[config.mk]
export PLATFORM = sky130hd
export DESIGN_NAME = gb_run_ctrl_flat
export DESIGN_NICKNAME = d
export VERILOG_FILES = /design/src/rtl/gb_run_ctrl_if.sv /design/src/rtl/gb_run_ctrl.sv /design/src/flat_wrapper.sv
export SDC_FILE = /design/constraint.sdc
export NUM_CORES = 1
export LEC_CHECK = 0
export ABC_AREA = 1
export CORE_MARGIN = 4
export CORE_UTILIZATION = 25
export DETAILED_ROUTE_END_ITERATION = 10
export PLACE_DENSITY = 0.39
export SYNTH_ARGS = -nofsm -noshare
export SYNTH_HDL_FRONTEND = slang
export SYNTH_SLANG_ARGS = --single-unit
[constraint.sdc]
create_clock -name clk -period 2.7 [get_ports clk]
set_clock_uncertainty 0.1 [all_clocks]
set_input_delay 0.405 -clock clk [delete_from_list [all_inputs] [get_ports clk]]
set_output_delay 0.405 -clock clk [all_outputs]
set_load 0.01 [all_outputs]
[src/rtl/gb_run_ctrl_if.sv]
`default_nettype none
// ============================================================================
// Module      : gb_run_ctrl_if
// Description : Byte-wide UART command/response link for the run controller.
//               rx_valid/rx_byte carry received command and argument bytes
//               (one-cycle strobe). tx_valid/tx_byte/tx_ready carry the
//               response byte under a valid/ready handshake.
//               master : UART side (drives rx, consumes tx)
//               slave  : controller side (consumes rx, drives tx)
// Revision    : 1.0 - initial release
// ============================================================================
interface gb_run_ctrl_if;
  logic       rx_valid;
  logic [7:0] rx_byte;
  logic       tx_valid;
  logic [7:0] tx_byte;
  logic       tx_ready;

  modport master (
    output rx_valid,
    output rx_byte,
    input  tx_valid,
    input  tx_byte,
    output tx_ready
  );

  modport slave (
    input  rx_valid,
    input  rx_byte,
    output tx_valid,
    output tx_byte,
    input  tx_ready
  );
endinterface
`default_nettype wire

[src/rtl/gb_run_ctrl.sv]
`default_nettype none
// ============================================================================
// Module      : gb_run_ctrl
// Description : UART-driven run controller for the boy core. Decodes single
//               byte commands and drives the core halt gate and core reset.
//               'H' halt, 'R' run, 'S'+N step N GB ticks (0 = 256),
//               'X' timed core reset, '?' status {halt, ovr, 6'b0}.
//               Every command ends with one response byte on the TX link.
// Ports       : clk      - system clock (rising edge)
//               rst      - asynchronous active-high reset
//               gb_tick  - one-cycle pulse per GB clock period (clk domain)
//               halt     - 1 = core clock gated
//               core_rst - active-high reset to the boy core
//               bus      - rx command bytes in, tx response bytes out
// Revision    : 1.0 - initial release
// ============================================================================
module gb_run_ctrl #(
  parameter int RST_CYCLES = 4096,
  parameter int TIMEOUT    = 1000000
) (
  input  wire logic       clk,
  input  wire logic       rst,
  input  wire logic       gb_tick,
  output logic            halt,
  output logic            core_rst,
  gb_run_ctrl_if.slave    bus
);

  // One timer serves both the reset pulse and the step-count timeout.
  localparam int TMAX = (RST_CYCLES > TIMEOUT) ? RST_CYCLES : TIMEOUT;
  localparam int TW   = (TMAX > 1) ? $clog2(TMAX) : 1;

  localparam logic [TW-1:0] RST_LAST = TW'(RST_CYCLES - 1);
  localparam logic [TW-1:0] TO_LAST  = TW'(TIMEOUT - 1);

  localparam logic [7:0] CMD_HALT   = 8'h48;
  localparam logic [7:0] CMD_RUN    = 8'h52;
  localparam logic [7:0] CMD_STEP   = 8'h53;
  localparam logic [7:0] CMD_RESET  = 8'h58;
  localparam logic [7:0] CMD_STATUS = 8'h3F;
  localparam logic [7:0] RSP_OK     = 8'h4B;
  localparam logic [7:0] RSP_ERR    = 8'h21;

  typedef enum logic [2:0] {
    ST_IDLE      = 3'd0,
    ST_GET_COUNT = 3'd1,
    ST_STEP      = 3'd2,
    ST_RESET     = 3'd3,
    ST_ACK       = 3'd4
  } state_t;

  state_t        r_state,    w_state_n;
  logic          r_halt,     w_halt_n;
  logic          r_core_rst, w_core_rst_n;
  logic          r_tx_valid, w_tx_valid_n;
  logic [7:0]    r_tx_byte,  w_tx_byte_n;
  logic          r_ovr,      w_ovr_n;
  logic [8:0]    r_count,    w_count_n;
  logic [TW-1:0] r_timer,    w_timer_n;

  // Response launch request raised by any state that finishes a command.
  logic          w_ack_go;
  logic [7:0]    w_ack_byte;

  always_ff @(posedge clk or posedge rst) begin
    if (rst) begin
      r_state    <= ST_IDLE;
      r_halt     <= 1'b0;
      r_core_rst <= 1'b0;
      r_tx_valid <= 1'b0;
      r_tx_byte  <= 8'h00;
      r_ovr      <= 1'b0;
      r_count    <= 9'd0;
      r_timer    <= '0;
    end else begin
      r_state    <= w_state_n;
      r_halt     <= w_halt_n;
      r_core_rst <= w_core_rst_n;
      r_tx_valid <= w_tx_valid_n;
      r_tx_byte  <= w_tx_byte_n;
      r_ovr      <= w_ovr_n;
      r_count    <= w_count_n;
      r_timer    <= w_timer_n;
    end
  end

  always_comb begin
    w_state_n    = r_state;
    w_halt_n     = r_halt;
    w_core_rst_n = r_core_rst;
    w_tx_valid_n = r_tx_valid;
    w_tx_byte_n  = r_tx_byte;
    w_ovr_n      = r_ovr;
    w_count_n    = r_count;
    w_timer_n    = r_timer;
    w_ack_go     = 1'b0;
    w_ack_byte   = RSP_OK;

    case (r_state)
      ST_IDLE: begin
        if (bus.rx_valid) begin
          case (bus.rx_byte)
            CMD_HALT: begin
              w_halt_n = 1'b1;
              w_ack_go = 1'b1;
            end
            CMD_RUN: begin
              w_halt_n = 1'b0;
              w_ack_go = 1'b1;
            end
            CMD_STEP: begin
              w_state_n = ST_GET_COUNT;
              w_timer_n = '0;
            end
            CMD_RESET: begin
              w_state_n    = ST_RESET;
              w_timer_n    = '0;
              w_core_rst_n = 1'b1;
            end
            CMD_STATUS: begin
              // Status reports ovr as it was, then clears it on the same edge.
              w_ack_go   = 1'b1;
              w_ack_byte = {r_halt, r_ovr, 6'b0};
              w_ovr_n    = 1'b0;
            end
            default: begin
              w_ack_go   = 1'b1;
              w_ack_byte = RSP_ERR;
            end
          endcase
        end
      end

      ST_GET_COUNT: begin
        // Any byte here is the argument; it is never decoded as a command.
        if (bus.rx_valid) begin
          w_count_n = (bus.rx_byte == 8'h00) ? 9'd256 : {1'b0, bus.rx_byte};
          w_halt_n  = 1'b0;
          w_state_n = ST_STEP;
        end else if (r_timer == TO_LAST) begin
          w_ack_go   = 1'b1;
          w_ack_byte = RSP_ERR;
        end else begin
          w_timer_n = r_timer + 1'b1;
        end
      end

      ST_STEP: begin
        if (bus.rx_valid) begin
          w_ovr_n = 1'b1;
        end
        if (gb_tick) begin
          // Gate the core on the edge of the last tick so exactly N ticks run.
          if (r_count <= 9'd1) begin
            w_count_n = 9'd0;
            w_halt_n  = 1'b1;
            w_ack_go  = 1'b1;
          end else begin
            w_count_n = r_count - 9'd1;
          end
        end
      end

      ST_RESET: begin
        if (bus.rx_valid) begin
          w_ovr_n = 1'b1;
        end
        if (r_timer == RST_LAST) begin
          w_core_rst_n = 1'b0;
          w_ack_go     = 1'b1;
        end else begin
          w_timer_n = r_timer + 1'b1;
        end
      end

      ST_ACK: begin
        if (bus.rx_valid) begin
          w_ovr_n = 1'b1;
        end
        if (r_tx_valid && bus.tx_ready) begin
          w_tx_valid_n = 1'b0;
          w_state_n    = ST_IDLE;
        end
      end

      default: begin
        w_state_n = ST_IDLE;
      end
    endcase

    if (w_ack_go) begin
      w_state_n    = ST_ACK;
      w_tx_valid_n = 1'b1;
      w_tx_byte_n  = w_ack_byte;
    end
  end

  assign halt        = r_halt;
  assign core_rst    = r_core_rst;
  assign bus.tx_valid = r_tx_valid;
  assign bus.tx_byte  = r_tx_byte;

endmodule
`default_nettype wire

[src/flat_wrapper.sv]
// flat-port wrapper written by rule: the top's interface ports become plain ports
module gb_run_ctrl_flat 
#(
  parameter int RST_CYCLES = 4096,
  parameter int TIMEOUT    = 1000000
)
  (clk, rst, gb_tick, halt, core_rst, bus_rx_valid, bus_rx_byte, bus_tx_valid, bus_tx_byte, bus_tx_ready);
  gb_run_ctrl_if bus_i ();
  input  wire logic clk;
  input  wire logic rst;
  input  wire logic gb_tick;
  output logic halt;
  output logic core_rst;
  input wire logic [$bits(bus_i.rx_valid)-1:0] bus_rx_valid;
  input wire logic [$bits(bus_i.rx_byte)-1:0] bus_rx_byte;
  output wire logic [$bits(bus_i.tx_valid)-1:0] bus_tx_valid;
  output wire logic [$bits(bus_i.tx_byte)-1:0] bus_tx_byte;
  input wire logic [$bits(bus_i.tx_ready)-1:0] bus_tx_ready;
  assign bus_i.rx_valid = bus_rx_valid;
  assign bus_i.rx_byte = bus_rx_byte;
  assign bus_tx_valid = bus_i.tx_valid;
  assign bus_tx_byte = bus_i.tx_byte;
  assign bus_i.tx_ready = bus_tx_ready;
  gb_run_ctrl #(.RST_CYCLES(RST_CYCLES), .TIMEOUT(TIMEOUT)) u_core (.clk(clk), .rst(rst), .gb_tick(gb_tick), .halt(halt), .core_rst(core_rst), .bus(bus_i));
endmodule
# ---- Yosys cells after proc, flatten, opt, wreduce, memory -nomap -nowiden
# Index checks and enable logic that the tools add are counted.
dict set report word_totals {
  ff_bits 44
  latch_bits 0
  mem_bits_rw 0
  mem_bits_ro 0
  word_cells 108
  mem_count 0
}
dict set report op_classes {
  add_sub_neg 2
  mul 0
  n_div 0
  magnitude_cmp 1
  n_eq_ne 29
  shift 0
  n_mux 47
  bitwise_logic 0
  n_reduce_logical 21
}
# op n
set op_table {}
lappend op_table {{2-to-1 mux 20 bit} 5}
lappend op_table {{case mux 20 bit (3 select lines)} 1}
lappend op_table {{2-to-1 mux 9 bit} 4}
lappend op_table {{equality test 8 x 7 -> 1 bit (second input constant)} 4}
lappend op_table {{case mux 8 bit (2 select lines)} 2}
lappend op_table {{adder 20 x 1 -> 20 bit (second input constant)} 1}
lappend op_table {{equality test 20 x 12 -> 1 bit (second input constant)} 1}
lappend op_table {{equality test 20 bit (second input constant)} 1}
lappend op_table {{2-to-1 mux 1 bit} 20}
lappend op_table {{case mux 9 bit (2 select lines)} 1}
lappend op_table {{2-to-1 mux 8 bit} 2}
lappend op_table {{inequality test 2 bit (second input constant)} 7}
lappend op_table {{2-to-1 mux 3 bit} 4}
lappend op_table {{inequality test 2 x 1 -> 1 bit (second input constant)} 6}
lappend op_table {{case mux 3 bit (4 select lines)} 1}
lappend op_table {{AND reduction 6 bit} 2}
lappend op_table {{nonzero test 2 bit} 5}
lappend op_table {{less-or-equal comparator 9 x 1 -> 1 bit (second input constant)} 1}
lappend op_table {{subtractor 9 x 1 -> 9 bit (second input constant)} 1}
lappend op_table {{equality test 8 x 6 -> 1 bit (second input constant)} 1}
lappend op_table {{logical NOT 8 bit} 1}
lappend op_table {{AND reduction 4 bit} 2}
lappend op_table {{2-to-1 mux 7 bit} 1}
lappend op_table {{equality test 3 x 2 -> 1 bit (second input constant)} 2}
lappend op_table {{18 further kinds} 24}

# ---- Longest topological paths before layout
# Gate-level depths: netlist of the first run.
dict set report depth {
  depth_word 7
  mapped_depth 12
  depth_no_buf 11
}

# ---- Worst setup path after synthesis of the first run
# OpenSTA, ideal clock, no wires.
dict set report synth_timing {
  path_kind {register -> register}
  from {register u_core.r_timer[0]}
  to {register u_core.r_timer[18]}
  t_arrival_ps 1605
  required_time_ps 2482
  slack_ps 878
  stages_incl_launch_ff 12
  n_path_buf 1
  synth_period_minus_slack_ps 1822
  cell_sequence {dfrtp_1 > ha_1 > nand3_2 > nor2_4 > nand2_1 > nor2_2 > nor2_2 > nand3_2 > inv_2 > buf_6 > nand3_1 > nand2_1}
}
dict set report synth_via {
  elab_chain_len 4
  elab_cells_between_ends 10
  cone_classes {1 x add/sub; 4 x eq/ne; 4 x mux; 1 x reduce/logical}
}
# item line_no
set synth_rtl {}
lappend synth_rtl {{start: declaration} gb_run_ctrl.sv:59} ;# logic [TW-1:0] r_timer, w_timer_n;
lappend synth_rtl {{start signal: assignment} gb_run_ctrl.sv:83} ;# r_timer <= w_timer_n;
lappend synth_rtl {{adder 20 x 1 -> 20 bit} {gb_run_ctrl.sv:144, gb_run_ctrl.sv:172}}
lappend synth_rtl {{2-to-1 mux 20 bit} gb_run_ctrl.sv:140} ;# end else if (r_timer == TO_LAST) begin
lappend synth_rtl {{2-to-1 mux 20 bit} gb_run_ctrl.sv:136} ;# if (bus.rx_valid) begin
lappend synth_rtl {{case mux 20 bit (3 select lines)} gb_run_ctrl.sv:99} ;# case (r_state)
# Parallel ways exist; a longest one is shown, timed or not. The select of a mux whose other input is x is not followed.
# A chain may end at the register's enable or synchronous reset.

# ---- Worst setup path in the final report of the first run
dict set report layout_timing {
  from {register u_core.r_timer[0]}
  to {register u_core.r_timer[2]}
}
# Same word-level chain as after synthesis.

==> results of run 1 <==
-- power breakdown --
group,switching (mW),internal (mW)
clock,0.253,0.373
combinational,0.578,0.354
sequential,0.119,0.734
total,0.950,1.46
-- routing by layer --
layer / wire, um / global-route usage [%] / vias up
met5: 0 / 0 / -
li1: - / - / 1311
met3: 154 / 1.80 / 8
met4: 123 / 3.77 / 0
met2: 3310 / 18.7 / 28
met1: 3680 / 16.7 / 1169
-- logic make-up after synthesis --
logic type               Yosys count
adder cells (fa/ha/maj)            3
other                              1
flip-flops                        41
buffers and inverters             56
AND/OR/NAND/NOR                  232
XOR/XNOR                          18
AO/OA/AOI/OAI                     43
-- cells in the mapped netlist --
cell type / number
or2_4: 1
o211a_1: 1
nor3_4: 2
nor2_4: 2
nand4_1: 10
a22oi_2: 1
o21ai_1: 9
o32ai_1: 1
conb_1: 1
nand2_1: 109
nand3_4: 1
a2bb2oi_2: 1
nand3_2: 3
nand3b_1: 1
nand4_2: 1
buf_2: 3
nor2_2: 2
buf_6: 4
a21oi_1: 13
or2_2: 1
nor4_1: 1
a22o_1: 1
a22oi_1: 3
inv_2: 5
nand3_1: 26
nor3_1: 16
nand2_2: 1
a2bb2oi_1: 1
inv_1: 39
clkbuf_1: 2
o21ai_0: 11
buf_4: 3
xor2_1: 12
o211ai_1: 1
dfrtp_1: 41
ha_1: 3
nor2_1: 55
xnor2_1: 6
-- registers in the layout, indices dropped and copies added, names as in the netlist --
name and count:
u_core.r_ovr 1, u_core.core_rst 1, u_core.bus.tx_byte 5, u_core.r_count 9
u_core.r_timer 20, u_core.r_state 3, u_core.halt 1, u_core.bus.tx_valid 1
-- cell type report --
| cell class | instances | area share, % |
|---|---|---|
| multi-input cells | 298 | 46.1 |
| flip-flops and latches | 41 | 31.3 |
| repair buffers | 28 | 8.01 |
| well taps | 140 | 5.34 |
| inverters | 44 | 5.04 |
| clock buffers | 5 | 2.10 |
| clock inverters | 3 | 2.10 |
-- worst max path at each step --
stage,to,slack (ns),cells past startpoint
6_report,u_core.r_timer[2]$_DFFE_PP0P_,0.54,10
3_3_place_gp,u_core.r_timer[2]$_DFFE_PP0P_,0.44,10
3_5_place_dp,u_core.r_timer[2]$_DFFE_PP0P_,0.37,10
4_1_cts,u_core.r_timer[2]$_DFFE_PP0P_,0.51,10
5_1_grt,u_core.r_timer[6]$_DFFE_PP0P_,0.33,10
2_1_floorplan,u_core.r_timer[18]$_DFFE_PP0P_,0.88,11
-- worst max-delay path, delay by kind of cell (launching register included) --
| family | cells | cell delay [ns] |
|---|---|---|
| compound gates | 2 | 0.20 |
| fa+ha+maj | 1 | 0.30 |
| buf+inv | 1 | 0.23 |
| flops | 1 | 0.43 |
| simple gates | 6 | 0.83 |
-- stage by stage --
stage | hold WS [ns] | util (%) | worst slack [ns] | total power [mW] | area [um2]
final | 0.260 | 30.1 | 0.540 | 2.41 | 3280
after global routing | 0.298 | 30.1 | 0.329 | 2.60 | 3280
after CTS | 0.269 | 30.1 | 0.515 | 2.46 | 3280
after detailed placement | 0.362 | 28.9 | 0.370 | 1.81 | 3140
after global placement | 0.358 | 28.9 | 0.439 | 1.82 | 3140
after floorplan | 0.343 | - | 0.878 | 1.55 | 2790
==> flow_summary_export.csv, run 1 <==
group,metric,value,unit
critical_path,timing.rr.start,"u_core.r_timer[0]$_DFFE_PP0P_",
clocking,htree_levels,2,
pwr,ir_drop,0.319,mV
timing,min_period,2.16,ns
synth,yosys-top-cells-area,"dfrtp_1, nand2_1, nor2_1",
global_route,grt_pass1_vias,2458,
critical_path,endpoint_kind,"flip-flop",
synth,synth_warnings,0,
floorplanning,core,10900,um2
critical_path,cp.required,2.83,ns
cells_and_area,fill_cells,1198,
synth,synth_area,2790,um2
timing,slew_viol_final,0,
timing,relSlewSlack,66.0,%
floorplanning,fp-row-count,38,
timing,worstMarginPinSlew,0.506,ns
drt,route.vias.total,2516,
placement,io_buffers,21,
floorplanning,fp.dieW,114,um
synth,synth_top_area_share,36.8,%
synth,synth_seq_cells,41,
clocking,clk_pin_slew,0.09,ns
floorplanning,io_pins,24,
critical_path,cp_max_fo,16,
clocking,cts_tree,"done",
cells_and_area,seqCellArea,1030,um2
synth,seq_area_frac_synth,36.8,%
critical_path,worstPathCellList,"ha_1 -> nand3_2 -> nor2_4 -> nand2_1 -> nor2_2 -> nor2_2 -> nand3_2 -> buf_4 -> a21oi_1 -> a21oi_1",
cells_and_area,multi_input_area,1510,um2
critical_path,cp.arrival,2.29,ns
pwr,power.density,735,nW/um2
critical_path,criticalPathCategory,"flip-flop to flip-flop",
cells_and_area,nNetsFinal,434,
drt,wl,7270,um
synth,ys_types,38,
placement,dp.cells,551,
critical_path,cp-start-kind,"flip-flop",
timing,fin_crit_sh,80.0,%
cells_and_area,mostFrequentLayoutCells,"nand2_1, nor2_1, dfrtp_1",
clocking,clock_tree.root_cell,"clkbuf_8",
timing,fmax,463,MHz
synth,synth_compound_area_share,9.28,%
critical_path,cp-startpoint,"u_core.r_timer[0]$_DFFE_PP0P_",
cells_and_area,finalNonFillerCells,559,
outcome,status,"finished, final reports clean",
cells_and_area,final_common_cell,"nand2_1",
critical_path,r2r_slack,0.54,ns
clocking,cts_hold_buf,0,
clocking,cts_buffer_depth,2,
drt,drtIter0Drc,151,
pwr,p_leak,1.45,nW
drt,avgRoutedWirePerCell,13.0,um
critical_path,r2r-end,"u_core.r_timer[2]$_DFFE_PP0P_",
synth,synth-simple-area-share,37.7,%
synth,synth_area_leader_cell,"dfrtp_1",
cells_and_area,synthToLayoutAreaGrowth,17.5,%
synth,netlist_instances,394,
synth,synth_top_family_by_area,"simple AND/OR/NAND/NOR gates",
run,drv_cap,0,
clocking,cts_sinks,41,
floorplanning,start_util,25.6,%
drt,dr.pass1.iters,4,
clocking,cts_setup_buffers,0,
critical_path,slowest_stage,"dfrtp_1",
critical_path,crit_path_max_incr_delay,0.43,ns
critical_path,rr_worst_depth,10,
floorplanning,die_area,12900,um2
global_route,grt_pass1_wl,12400,um
global_route,gr-total-overflow,0,
drt,drc,0,
synth,synth_xor_area_share,5.65,%
drt,post_drt_via_cell_ratio,4.50,
placement,globalplace.congestion,0.826,
hold_path,worstHoldPathType,"primary input to async pin",
global_route,grt_antenna_before_repair,0,
clocking,numCtsBuffers,5,
timing,tns,0,ns
synth,synthAdderAreaFrac,1.35,%
cells_and_area,diodes,0,
timing,hold_viol,0,
cells_and_area,drive_gt1_share,8.83,%
global_route,grt_max_degree,26,
synth,syn_area_per_cell,7.08,um2
drt,drtAntennaViolNets,0,
synth,synthMuxAreaShare,0,%
global_route,grt.total_usage,11.9,%
clocking,clock_latency,0.31,ns
placement,hpwl,5700,um
timing,rsz0062_at_grt,"no",
clocking,post_cts_resized,0,
timing,finalSetupViolations,0,
floorplanning,die_h,114,um
Power figures use the tool's default switching activity.
==> run 2, diff against run 1 <==
Clock period 2.7 ns to 2.1 ns, I/O delays scaled along.
==> run 2 against run 1 <==
Net effect:
- count of clock-buffer cells in the layout up 1
- combinational power rose by 38%
- via count is 2.9% higher
- sequential share of layout area down 0.76 points
- wire length grew 2.6%
- global-route usage is 0.31 points higher
- critical endpoint is now u_core.bus.tx_byte[7]$_DFFE_PP0N_
- cell count increased by 2.3%
- cell area rose by 2.5%
- clock power shrank 6.2%
==> flow_summary_export.csv, run 2 (same netlist as run 1, synthesis figures left out) <==
group,metric,value,unit
cells_and_area,drive_gt1_share,11.6,%
critical_path,cp-start-kind,"flip-flop",
clocking,cts_setup_buffers,0,
clocking,cts_sinks,41,
clocking,clk_pin_slew,0.09,ns
drt,drtAntennaViolNets,0,
timing,tns,0,ns
timing,min_period,1.93,ns
global_route,grt_antenna_before_repair,0,
run,drv_cap,0,
critical_path,r2r_slack,0.17,ns
placement,dp.cells,564,
timing,rsz0062_at_grt,"no",
cells_and_area,largest-register,"u_core.r_timer",
clocking,cts_hold_buf,0,
global_route,grt.total_usage,12.2,%
drt,drtIter0Drc,156,
critical_path,cp.required,2.21,ns
clocking,post_cts_resized,0,
timing,hold-worst-slack,0.255,ns
clocking,cts_buffer_depth,2,
global_route,grt_max_degree,42,
placement,placedInstanceArea,3260,um2
floorplanning,fp.dieW,114,um
timing,fin_ws,0.166,ns
timing,fin_crit_sh,92.1,%
global_route,grt_pass1_vias,2545,
critical_path,rr_worst_depth,8,
clocking,clock_latency,0.31,ns
cells_and_area,synthToLayoutAreaGrowth,20.4,%
timing,finalSetupViolations,0,
outcome,status,"finished, final reports clean",
critical_path,cp_max_fo,7,
drt,avgRoutedWirePerCell,13.0,um
placement,hpwl,5640,um
floorplanning,die_area,12900,um2
critical_path,r2r-end,"u_core.bus.tx_byte[7]$_DFFE_PP0N_",
timing,slew_viol_final,0,
critical_path,endpoint_kind,"flip-flop",
cells_and_area,diodes,0,
placement,globalplace.congestion,0.814,
placement,post-place-ws,0.0543,ns
pwr,ir_drop,0.346,mV
pwr,power,2.98,mW
timing,fmax,517,MHz
cells_and_area,utilization,30.9,%
drt,drc,0,
drt,wl,7460,um
floorplanning,io_pins,24,
critical_path,cp.arrival,2.04,ns
floorplanning,fp-row-count,38,
cells_and_area,largest_reg_flops,20,
clocking,clock_tree.root_cell,"clkbuf_8",
critical_path,criticalPathCategory,"flip-flop to flip-flop",
cells_and_area,final_common_cell,"nand2_1",
cells_and_area,finalNonFillerCells,572,
floorplanning,core,10900,um2
placement,io_buffers,21,
cells_and_area,finalInstanceArea,3360,um2
clocking,cts_tree,"done",
hold_path,worstHoldPathType,"primary input to async pin",
pwr,p_leak,1.51,nW
critical_path,timing.rr.start,"u_core.r_state[0]$_DFFE_PP0P_",
clocking,numCtsBuffers,5,
drt,post_drt_via_cell_ratio,4.52,
floorplanning,die_h,114,um
cells_and_area,mostFrequentLayoutCells,"nand2_1, nor2_1, dfrtp_1",
global_route,grt_pass1_wl,12600,um
drt,dr.pass1.iters,5,
floorplanning,start_util,25.6,%
global_route,gr-total-overflow,0,
pwr,power.density,887,nW/um2
timing,hold_viol,0,
cells_and_area,nNetsFinal,447,
clocking,htree_levels,2,
drt,route.vias.total,2588,
-- run 2: cell types whose count changed in the layout (fill, tap and decap cells not counted), sizes merged --
cell	previous run	this run
buf	7	20
bufinv	2	0
clkbuf	5	6
clkinv	0	2
inv	45	44
-- run 2: worst max path at each step --
stage | depth (start not counted) | from | slack [ns] | endpoint
after floorplan | 11 | u_core.r_timer[0]$_DFFE_PP0P_ | 0.28 | u_core.r_timer[18]$_DFFE_PP0P_
after global placement | 9 | bus_rx_byte[1] | 0.08 | u_core.halt$_DFFE_PP0P_
after detailed placement | 10 | bus_rx_byte[0] | 0.05 | u_core.r_timer[3]$_DFFE_PP0P_
after CTS | 8 | u_core.r_state[0]$_DFFE_PP0P_ | 0.15 | u_core.bus.tx_byte[7]$_DFFE_PP0N_
after global routing | 8 | u_core.r_state[0]$_DFFE_PP0P_ | 0.001 | u_core.bus.tx_byte[7]$_DFFE_PP0N_
final | 8 | u_core.r_state[0]$_DFFE_PP0P_ | 0.17 | u_core.bus.tx_byte[7]$_DFFE_PP0N_
-- run 2: final cells by class --
class                           count  area [um2]
Fill cell                        1184        7530
Multi-Input combinational cell    298        1510
Sequential cell                    41        1030
Timing Repair Buffer               41         385
Tap cell                          140         175
Inverter                           44         165
Clock buffer                        6        82.6
Clock inverter                      2        13.8
-- run 2: report_power, final --
group	internal (mW)	leakage, nW	switching (mW)
Clock	0.267	0.0512	0.319
Combinational	0.530	0.939	0.765
Sequential	0.943	0.519	0.157
-- run 2: critical path, cell delays in order (launching register included) --
cell,delay [ns]
dfrtp_1,0.58
inv_1,0.13
nor2_4,0.11
nand2_2,0.08
nor2_1,0.17
nand4_2,0.21
nand3_2,0.19
inv_2,0.08
a22o_1,0.17
-- run 2: per-layer routing --
layer | wire length, um | GRT usage (%)
met1 | 3840 | 17.0
met2 | 3350 | 19.3
met3 | 146 | 1.75
met4 | 115 | 4.17
met5 | 0 | 0
